### src/rtl/mem_req_arbiter_if.sv
// Request, completion and memory-controller signals shared by the arbiter and its clients.
// The arbiter connects through the master modport; requesters and the controller use slave.
interface mem_req_arbiter_if;
    logic        if_req;
    logic [31:0] if_pc;
    logic        if_done;
    logic        lsb_req;
    logic        lsb_wr;
    logic [31:0] lsb_addr;
    logic [2:0]  lsb_len;
    logic [31:0] lsb_wdata;
    logic        lsb_done;
    logic        mc_if_en;
    logic        mc_lsb_en;
    logic [31:0] mc_addr;
    logic        mc_wr;
    logic [2:0]  mc_len;
    logic [31:0] mc_wdata;
    logic        mc_if_done;
    logic        mc_lsb_done;

    modport master (
        input  if_req, if_pc, lsb_req, lsb_wr, lsb_addr, lsb_len, lsb_wdata,
               mc_if_done, mc_lsb_done,
        output if_done, lsb_done, mc_if_en, mc_lsb_en, mc_addr, mc_wr, mc_len, mc_wdata
    );

    modport slave (
        output if_req, if_pc, lsb_req, lsb_wr, lsb_addr, lsb_len, lsb_wdata,
               mc_if_done, mc_lsb_done,
        input  if_done, lsb_done, mc_if_en, mc_lsb_en, mc_addr, mc_wr, mc_len, mc_wdata
    );
endinterface

### src/rtl/mem_req_arbiter.sv
// Arbitrates the byte-serial memory controller between instruction fetch and the load/store
// buffer, with rollback handling and fetch aging; every output is a flop.
module mem_req_arbiter #(
    parameter int unsigned STARVE_LIMIT = 4,
    parameter int unsigned CNT_WID      = 3
) (
    input  logic              clk,
    input  logic              rst_n,
    input  logic              rdy,
    input  logic              rollback,
    mem_req_arbiter_if.master bus
);

    typedef enum logic [2:0] {
        IDLE,
        GNT_IF,
        GNT_LD,
        GNT_ST,
        COOL
    } state_e;

    localparam logic [CNT_WID-1:0] LIMIT = CNT_WID'(STARVE_LIMIT);

    state_e             state_q, state_d;
    logic [CNT_WID-1:0] starve_cnt_q, starve_cnt_d;
    logic               cool_cnt_q, cool_cnt_d;
    logic               kill_q, kill_d;

    logic               if_done_q, if_done_d;
    logic               lsb_done_q, lsb_done_d;
    logic               mc_if_en_q, mc_if_en_d;
    logic               mc_lsb_en_q, mc_lsb_en_d;
    logic [31:0]        mc_addr_q, mc_addr_d;
    logic               mc_wr_q, mc_wr_d;
    logic [2:0]         mc_len_q, mc_len_d;
    logic [31:0]        mc_wdata_q, mc_wdata_d;

    logic               arb_open;
    logic               grant_lsb;
    logic               grant_if;
    logic               if_fin;
    logic               ld_abort;
    logic               lsb_fin;

    // Fetch only wins a contested cycle once the LSB has taken STARVE_LIMIT grants in a row.
    always_comb begin
        arb_open  = (state_q == IDLE) && !rollback;
        grant_lsb = arb_open && bus.lsb_req && (!bus.if_req || (starve_cnt_q < LIMIT));
        grant_if  = arb_open && !grant_lsb && bus.if_req;
        if_fin    = (state_q == GNT_IF) && bus.mc_if_done;
        ld_abort  = (state_q == GNT_LD) && rollback;
        lsb_fin   = bus.mc_lsb_done &&
                    ((state_q == GNT_ST) || ((state_q == GNT_LD) && !rollback));
    end

    // Next-state process: FSM state plus the starvation, cool-down and kill bookkeeping.
    always_comb begin
        // NOTE: every signal starts from its held value so no path leaves it unassigned,
        // which keeps this block purely combinational (no latches).
        state_d      = state_q;
        starve_cnt_d = starve_cnt_q;
        cool_cnt_d   = cool_cnt_q;
        kill_d       = kill_q;

        if (rdy) begin
            case (state_q)
                IDLE: begin
                    if (grant_lsb) begin
                        state_d = bus.lsb_wr ? GNT_ST : GNT_LD;
                        if (bus.if_req) begin
                            starve_cnt_d = (starve_cnt_q >= LIMIT) ? LIMIT
                                                                   : starve_cnt_q + CNT_WID'(1);
                        end else begin
                            starve_cnt_d = '0;
                        end
                    end else if (grant_if) begin
                        state_d      = GNT_IF;
                        starve_cnt_d = '0;
                    end
                end
                GNT_IF: begin
                    if (bus.mc_if_done) begin
                        state_d    = COOL;
                        cool_cnt_d = 1'b1;
                        kill_d     = 1'b0;
                    end else if (rollback) begin
                        kill_d = 1'b1;
                    end
                end
                GNT_LD: begin
                    if (rollback) begin
                        state_d = IDLE;
                    end else if (bus.mc_lsb_done) begin
                        state_d    = COOL;
                        cool_cnt_d = 1'b1;
                    end
                end
                GNT_ST: begin
                    if (bus.mc_lsb_done) begin
                        state_d    = COOL;
                        cool_cnt_d = 1'b1;
                    end
                end
                COOL: begin
                    if (cool_cnt_q) begin
                        cool_cnt_d = 1'b0;
                    end else begin
                        state_d = IDLE;
                    end
                end
                default: state_d = IDLE;
            endcase
        end
    end

    // Output process: next values of the registered controller and requester outputs.
    always_comb begin
        if_done_d   = if_done_q;
        lsb_done_d  = lsb_done_q;
        mc_if_en_d  = mc_if_en_q;
        mc_lsb_en_d = mc_lsb_en_q;
        mc_addr_d   = mc_addr_q;
        mc_wr_d     = mc_wr_q;
        mc_len_d    = mc_len_q;
        mc_wdata_d  = mc_wdata_q;

        if (rdy) begin
            // A fetch flushed before its line returns is completed silently.
            if_done_d  = if_fin && !kill_q && !rollback;
            lsb_done_d = lsb_fin;

            if (grant_lsb) begin
                mc_lsb_en_d = 1'b1;
                mc_addr_d   = bus.lsb_addr;
                mc_wr_d     = bus.lsb_wr;
                mc_len_d    = bus.lsb_len;
                mc_wdata_d  = bus.lsb_wdata;
            end else if (grant_if) begin
                mc_if_en_d  = 1'b1;
                mc_addr_d   = bus.if_pc;
                mc_wr_d     = 1'b0;
                mc_len_d    = '0;
                mc_wdata_d  = '0;
            end

            if (if_fin) begin
                mc_if_en_d = 1'b0;
            end
            if (lsb_fin || ld_abort) begin
                mc_lsb_en_d = 1'b0;
            end
        end
    end

    // State register: rdy gating lives in the _d logic, so every flop simply loads its _d.
    always_ff @(posedge clk or negedge rst_n) begin
        if (!rst_n) begin
            state_q      <= IDLE;
            starve_cnt_q <= '0;
            cool_cnt_q   <= 1'b0;
            kill_q       <= 1'b0;
            if_done_q    <= 1'b0;
            lsb_done_q   <= 1'b0;
            mc_if_en_q   <= 1'b0;
            mc_lsb_en_q  <= 1'b0;
            mc_addr_q    <= '0;
            mc_wr_q      <= 1'b0;
            mc_len_q     <= '0;
            mc_wdata_q   <= '0;
        end else begin
            // NOTE: non-blocking assignments make every flop sample pre-edge values,
            // independent of statement order.
            state_q      <= state_d;
            starve_cnt_q <= starve_cnt_d;
            cool_cnt_q   <= cool_cnt_d;
            kill_q       <= kill_d;
            if_done_q    <= if_done_d;
            lsb_done_q   <= lsb_done_d;
            mc_if_en_q   <= mc_if_en_d;
            mc_lsb_en_q  <= mc_lsb_en_d;
            mc_addr_q    <= mc_addr_d;
            mc_wr_q      <= mc_wr_d;
            mc_len_q     <= mc_len_d;
            mc_wdata_q   <= mc_wdata_d;
        end
    end

    assign bus.if_done   = if_done_q;
    assign bus.lsb_done  = lsb_done_q;
    assign bus.mc_if_en  = mc_if_en_q;
    assign bus.mc_lsb_en = mc_lsb_en_q;
    assign bus.mc_addr   = mc_addr_q;
    assign bus.mc_wr     = mc_wr_q;
    assign bus.mc_len    = mc_len_q;
    assign bus.mc_wdata  = mc_wdata_q;

`ifndef SYNTHESIS
    a_one_enable: assert property (@(posedge clk) disable iff (!rst_n)
        !(bus.mc_if_en && bus.mc_lsb_en));
    a_one_done: assert property (@(posedge clk) disable iff (!rst_n)
        !(bus.if_done && bus.lsb_done));
`endif

endmodule

### src/flat_wrapper.sv
// flat-port wrapper written by rule: the top's interface ports become plain ports
module mem_req_arbiter_flat 
#(
    parameter int unsigned STARVE_LIMIT = 4,
    parameter int unsigned CNT_WID      = 3
)
  (clk, rst_n, rdy, rollback, bus_if_req, bus_if_pc, bus_lsb_req, bus_lsb_wr, bus_lsb_addr, bus_lsb_len, bus_lsb_wdata, bus_mc_if_done, bus_mc_lsb_done, bus_if_done, bus_lsb_done, bus_mc_if_en, bus_mc_lsb_en, bus_mc_addr, bus_mc_wr, bus_mc_len, bus_mc_wdata);
  mem_req_arbiter_if bus_i ();
  input  logic clk;
  input  logic rst_n;
  input  logic rdy;
  input  logic rollback;
  input wire logic [$bits(bus_i.if_req)-1:0] bus_if_req;
  input wire logic [$bits(bus_i.if_pc)-1:0] bus_if_pc;
  input wire logic [$bits(bus_i.lsb_req)-1:0] bus_lsb_req;
  input wire logic [$bits(bus_i.lsb_wr)-1:0] bus_lsb_wr;
  input wire logic [$bits(bus_i.lsb_addr)-1:0] bus_lsb_addr;
  input wire logic [$bits(bus_i.lsb_len)-1:0] bus_lsb_len;
  input wire logic [$bits(bus_i.lsb_wdata)-1:0] bus_lsb_wdata;
  input wire logic [$bits(bus_i.mc_if_done)-1:0] bus_mc_if_done;
  input wire logic [$bits(bus_i.mc_lsb_done)-1:0] bus_mc_lsb_done;
  output wire logic [$bits(bus_i.if_done)-1:0] bus_if_done;
  output wire logic [$bits(bus_i.lsb_done)-1:0] bus_lsb_done;
  output wire logic [$bits(bus_i.mc_if_en)-1:0] bus_mc_if_en;
  output wire logic [$bits(bus_i.mc_lsb_en)-1:0] bus_mc_lsb_en;
  output wire logic [$bits(bus_i.mc_addr)-1:0] bus_mc_addr;
  output wire logic [$bits(bus_i.mc_wr)-1:0] bus_mc_wr;
  output wire logic [$bits(bus_i.mc_len)-1:0] bus_mc_len;
  output wire logic [$bits(bus_i.mc_wdata)-1:0] bus_mc_wdata;
  assign bus_i.if_req = bus_if_req;
  assign bus_i.if_pc = bus_if_pc;
  assign bus_i.lsb_req = bus_lsb_req;
  assign bus_i.lsb_wr = bus_lsb_wr;
  assign bus_i.lsb_addr = bus_lsb_addr;
  assign bus_i.lsb_len = bus_lsb_len;
  assign bus_i.lsb_wdata = bus_lsb_wdata;
  assign bus_i.mc_if_done = bus_mc_if_done;
  assign bus_i.mc_lsb_done = bus_mc_lsb_done;
  assign bus_if_done = bus_i.if_done;
  assign bus_lsb_done = bus_i.lsb_done;
  assign bus_mc_if_en = bus_i.mc_if_en;
  assign bus_mc_lsb_en = bus_i.mc_lsb_en;
  assign bus_mc_addr = bus_i.mc_addr;
  assign bus_mc_wr = bus_i.mc_wr;
  assign bus_mc_len = bus_i.mc_len;
  assign bus_mc_wdata = bus_i.mc_wdata;
  mem_req_arbiter #(.STARVE_LIMIT(STARVE_LIMIT), .CNT_WID(CNT_WID)) u_core (.clk(clk), .rst_n(rst_n), .rdy(rdy), .rollback(rollback), .bus(bus_i));
endmodule
### config.mk
export PLATFORM = sky130hd
export DESIGN_NAME = mem_req_arbiter_flat
export DESIGN_NICKNAME = d
export VERILOG_FILES = /design/src/rtl/mem_req_arbiter_if.sv /design/src/rtl/mem_req_arbiter.sv /design/src/flat_wrapper.sv
export SDC_FILE = /design/constraint.sdc
export NUM_CORES = 1
export LEC_CHECK = 0
export ABC_AREA = 1
export CORE_MARGIN = 2
export CORE_UTILIZATION = 42
export CTS_BUF_LIST = sky130_fd_sc_hd__clkbuf_2
export CTS_CLUSTER_SIZE = 28
export DETAILED_ROUTE_END_ITERATION = 6
export MAX_ROUTING_LAYER = met4
export PLACE_DENSITY = 0.8
export SYNTH_ARGS = -nofsm -noshare
export SYNTH_HDL_FRONTEND = slang
export SYNTH_SLANG_ARGS = --single-unit
### constraint.sdc
create_clock -name clk -period 1.9 [get_ports clk]
set_input_delay 0.285 -clock clk [delete_from_list [all_inputs] [get_ports clk]]
set_output_delay 0.285 -clock clk [all_outputs]
set_load 0.02 [all_outputs]
### Word-level counts from Yosys, hierarchy flattened

Cells that the tools add are included.

* bits in registers: 80
* bits in latches: 0
* RAM bits: 0
* memory bits (read-only): 0
* input bits: 108
* output and inout port bits: 72
* word-level logic and storage cells: 85
* memories kept: 0

* add/subtract/negate cells: 1
* multipliers: 0
* div/mod/pow operators: 0
* order comparisons: 2
* equal/unequal tests: 9
* shift operators: 0
* muxes and demuxes: 30
* bitwise gates (word level): 0
* reductions and logical operators: 31

Operators with widths (number)
* $mux 32: 4
* $mux 3: 11
* $pmux 3 s5: 1
* $mux 1: 13
* $logic_and 1x1->1: 11
* $reduce_and 3->1: 3
* $ne 2x2->1 const B: 4
* $reduce_and 4->1: 2
* $reduce_bool 2->1: 4
* $eq 3x2->1 const B: 2
* $logic_not 1->1: 4
* $pmux 1 s4: 1
* $reduce_and 2->1: 2
* $reduce_bool 4->1: 1
* $add 3x1->3 const B: 1
* $eq 3x1->1 const B: 1
* $eq 3x3->1 const B: 1
* $ge 3x3->1 const B: 1
* $logic_not 3->1: 1
* $logic_or 1x1->1: 3
* $lt 3x3->1 const B: 1
* $ne 3x1->1 const B: 1

### Longest topological paths before layout

* depth after elaboration: 10
* gate-level depth with buffers: 8
* depth with buffers taken out: 8

### Least setup slack after synthesis

No wires, ideal clock.

* path kind: register to register
* start: reg u_core.state_q[0]
* end: reg u_core.mc_wdata_q[10], in the netlist u_core.bus.mc_wdata[10]
* data arrival time: 1319 ps
* slack: 464 ps
* stages on the path, launching flop included: 9
* path buffers: 2
* clock period less this slack: 1436 ps
* cells stage by stage: dfrtp_1 -> nor2_4 -> nand2_2 -> nor2_2 -> o211ai_2 -> buf_2 -> buf_6 -> nand2_1 -> nand2_1

* cells in the longest elaborated chain, start to end: 9

RTL lines
* start: declaration: line mem_req_arbiter.sv:24 `state_e state_q, state_d;`
* start signal: assignment: line mem_req_arbiter.sv:173 `state_q <= state_d;`
* $logic_not 3->1 (*): line mem_req_arbiter.sv:47 `arb_open = (state_q == IDLE) && !rollback;`
* $logic_and 1x1->1 (*): line mem_req_arbiter.sv:47
* $logic_and 1x1->1 (2 in series): line mem_req_arbiter.sv:48 `grant_lsb = arb_open && bus.lsb_req && (!bus.if_req || (starve_cnt_q < LIMIT));`
* $logic_not 1->1: line mem_req_arbiter.sv:49 `grant_if = arb_open && !grant_lsb && bus.if_req;`
* $logic_and 1x1->1 (2 in series): line mem_req_arbiter.sv:49
* $reduce_bool 2->1 (no source line)
* $reduce_and 2->1 (no source line)
* end signal: assignment: line mem_req_arbiter.sv:184 `mc_wdata_q <= mc_wdata_d;`
* end: declaration: line mem_req_arbiter.sv:36 `logic [31:0] mc_wdata_q, mc_wdata_d;`

Every way passes the cells marked *; elsewhere a longest branch is shown, timed or not.
A chain may end at the register's enable or synchronous reset.

### Worst setup path after layout

* start: reg u_core.mc_addr_q[6], in the netlist u_core.bus.mc_addr[6]
* end: out bus_mc_addr[6]

RTL lines
* start: declaration: line mem_req_arbiter.sv:33 `logic [31:0] mc_addr_q, mc_addr_d;`
* start signal: assignment: line mem_req_arbiter.sv:181 `mc_addr_q <= mc_addr_d;`
* end: declaration: line flat_wrapper.sv:26 `output wire logic [$bits(bus_i.mc_addr)-1:0] bus_mc_addr;`

No word-level cell between the ends.

==> impl_summary.log <==
[metrics] family with the most delay on the worst path: buffers and inverters
[metrics] worst hold path class: primary input to asynchronous set/reset pin
[metrics] DRC: 0
[metrics] fraction of layout instances using a drive strength above 1: around 5.6%
[metrics] part of the cycle the worst path needs: 95.9%
[metrics] Die Span X: slightly below 100 um
[metrics] number of routed nets with antenna violations: 0
[metrics] number of nets in the finished design: 781
[metrics] PwrDens: roughly 1300 nW/um^2
[metrics] Worst Path Arrival: roughly 1500 ps
[metrics] maximum number of buffers from clock root to sink: 2
[metrics] number of antenna violations at the first check in global routing: 0
[metrics] average footprint of a synthesized cell: 7.70 sq um
[metrics] ratio of routed vias to standard cells: between 4 and 5
[metrics] hold slack final: ~130 ps
[metrics] Remaining Overflow, GRT: 0
[metrics] required time reported for the critical path endpoint: 1620 ps
[metrics] kind of launch point of the worst setup path: flop
[metrics] H-tree levels: 3
[metrics] global-route wire length before repair: about 19000 um
[metrics] initial core utilization: a little over two fifths
[metrics] Root Buffer Master: sky130_fd_sc_hd__clkbuf_2
[metrics] unrepaired setup endpoints after global routing: false
[metrics] global-route usage over all layers: between 20% and 30%
[metrics] area fraction of the dominant cell type after synthesis: roughly 53%
[metrics] number of setup violations in the final report: 0
[metrics] Clock transition at path regs: 260 ps
[metrics] maximum clock skew at final layout: around 47 ps
[metrics] share of synthesized flip-flops with an asynchronous set or reset: between 90% and 100%
[metrics] leakage power summed over all cells: about 3.6 nW
[metrics] Syn-to-layout area delta: 59.2%
[metrics] cell type with the highest aggregate area in the netlist: sky130_fd_sc_hd__dfrtp_1
[metrics] Crit. End Element: output pin
[metrics] result of the run: complete, no violations
[metrics] met2 routed WL: around 6000 um
[metrics] clock period minus worst slack: roughly 1800 ps
[metrics] 1st-pass router iterations: 5
[metrics] achievable frequency: 549 MHz
[metrics] sequential share of the synthesized area: 52.6%
[metrics] Total Negative Setup Slacks: 0 ps
[metrics] syn_nets: between 600 and 700
[metrics] detailed router's first-iteration violation count: 227
[metrics] clock buffer count from CTS: 9
[metrics] TritonCTS clock tree: built
[metrics] met3 layer wire length in the routed design: between 600 and 700 um
[metrics] critical-path maximum fanout: 2
[metrics] largest vdd supply drop: between 600 and 700 uV
[metrics] slowest stage delay, CP: 620 ps
[metrics] die area: around 9800 sq um
[metrics] cell-by-cell listing of the critical path: clkdlybuf4s50_1
[metrics] FP Rows: 34
[metrics] clock insertion delay at the later pin of the skew report: roughly 540 ps
[metrics] maximum number of pins on one net before global-route repair: 54
[metrics] Vert. Die Dim: between 90 and 100 um
[metrics] Commonest cells post-synth: 254 x sky130_fd_sc_hd__nand2_1, 80 x sky130_fd_sc_hd__dfrtp_1, 43 x sky130_fd_sc_hd__nand3_1
[metrics] count of clock tree sinks: 80
[metrics] GPL Wtd Cong: ~0.86
[metrics] slew of the pin with the lowest slew margin: approximately 370 ps
[metrics] number of endpoints with negative hold slack in the final report: 0
[metrics] unique cell type count in the Yosys netlist: 20
[metrics] n_diodes: 0
[metrics] library cell contributing the largest single delay on the critical path: sky130_fd_sc_hd__clkdlybuf4s50_1
[metrics] category of the most critical setup path: flop to output pin
[metrics] number of storage elements in the synthesis netlist: 80
[metrics] final wirelength: between 10000 and 15000 um
[metrics] Core Box Area: around 9000 sq um
[metrics] EDFF count, synth: 0
[metrics] IO buf count: between 150 and 200
[metrics] count of pins on the block boundary: 180
[metrics] Max transition margin: roughly three quarters
[metrics] most frequent cell after synthesis: sky130_fd_sc_hd__nand2_1
[metrics] placed wire-length estimate after detailed placement: around 8300 um
[metrics] DR vias: 3892
[metrics] via count of the first global-routing pass: around 3900
[metrics] average detailed-routed wire length per instance: approximately 15 um
[metrics] Non-Filler Instances: around 800
[metrics] Buf+Inv Stages, Crit Path: 1
[metrics] number of placed instances with taps included: ~770
[metrics] Max Slew Vio Count: 0
[metrics] top routing layer used: met4
[metrics] Synthesis Warnings: 0
[metrics] leading register cell type out of synthesis: sky130_fd_sc_hd__dfrtp_1
[metrics] count of mapped cells out of synthesis: between 400 and 500
[metrics] Max-cap violations: 0
[metrics] main area contributors after synthesis: sky130_fd_sc_hd__dfrtp_1 53%, sky130_fd_sc_hd__nand2_1 25%, sky130_fd_sc_hd__nand3_1 5.7%
[metrics] WL met1: 4890 um
[metrics] Cell Area, Synth: around 3800 sq um
-- metal layers --
metal / global-route usage [%] / up-vias
met5: - / -
met4: 8.75 / 0
met3: 3.58 / 17
met2: 41.0 / 127
met1: 30.7 / 1830
li1: - / 1918
-- sequential cells by signal (all words and copies together), names as in the netlist --
signal / flops
u_core.bus.lsb_done: 1
u_core.bus.mc_lsb_en: 1
u_core.bus.mc_wr: 1
u_core.kill_q: 1
u_core.cool_cnt_q: 1
u_core.bus.mc_addr: 32
u_core.bus.mc_len: 3
u_core.bus.mc_if_en: 1
u_core.bus.if_done: 1
u_core.starve_cnt_q: 3
u_core.bus.mc_wdata: 32
u_core.state_q: 3
-- cells in the final DEF, fill, tap and decap left out, drive strengths merged, types with 3 or more instances in the layout --
cell type	instances
a21oi	6
buf	16
bufinv	3
clkbuf	9
clkdlybuf4s50	122
dfrtp	80
dlygate4sd2	3
dlymetal6s2s	52
inv	18
nand2	256
nand3	44
nand4	4
nor2	10
o21ai	42
-- where the power goes --
part | total, W | internal, W | switching [W]
registers | 0.00283 | 0.00243 | 0.000405
logic | 0.00401 | 0.00176 | 0.00225
clock network | 0.00120 | 0.000572 | 0.000625
-- cells by family (layout without fill, tap and decap cells) --
logic type / after synthesis / in the layout / share of synthesized area (%)
AO/OA/AOI/OAI: 52 / 52 / 7.27
flip-flops: 80 / 80 / 52.6
buffers and inverters: 44 / 225 / 5.59
adder cells (fa/ha/maj): 2 / 2 / 0.658
AND/OR/NAND/NOR: 316 / 316 / 33.9
-- area by class of cell --
cell class | count | area, sq um
flip-flops and latches | 80 | 2000
multi-input cells | 370 | 1600
repair buffers | 194 | 2100
clock inverters | 6 | 115
fillers | 707 | 2710
well taps | 108 | 135
inverters | 16 | 60.1
clock buffers | 9 | 45.0
-- stage by stage --
stage / worst slack, ps / util, % / area [sq um] / total power (W)
after floorplan: 464 / - / 3800 / 0.00492
after global placement: 172 / 65.7 / 5760 / 0.00689
after detailed placement: 106 / 65.7 / 5760 / 0.00700
after CTS: 0.274 / 67.6 / 5930 / 0.00819
after global routing: 0.366 / 69.1 / 6060 / 0.00856
final: 77.0 / 69.1 / 6060 / 0.00804
-- path summary, 6_finish.rpt --
kind | from | to | slack, ps | cells after the start
min in group clk | rdy | u_core.bus.mc_wdata[26]$_DFFE_PN0P_ | 170 | 3
worst min-delay path | rst_n | u_core.bus.mc_addr[31]$_DFFE_PN0P_ | 130 | 2
max in group asynchronous | rst_n | u_core.bus.mc_addr[19]$_DFFE_PN0P_ | 1100 | 3
worst min register to register | u_core.bus.mc_len[2]$_DFFE_PN0P_ | u_core.bus.mc_len[2]$_DFFE_PN0P_ | 490 | 2
worst max-delay path | u_core.bus.mc_addr[6]$_DFFE_PN0P_ | bus_mc_addr[6] | 80 | 1
worst max register to register | u_core.state_q[2]$_DFFE_PN0P_ | u_core.bus.mc_addr[20]$_DFFE_PN0P_ | 240 | 8
-- repair_timing --
action | in CTS | in global routing
hold buffers | 1 | 0
setup buffers | 0 | 0
setup endpoints to repair | 3 | 52
hold endpoints to repair | 74 | 0
resized for setup | 3 | 52
Note: power is estimated with default switching activity, not from simulation.
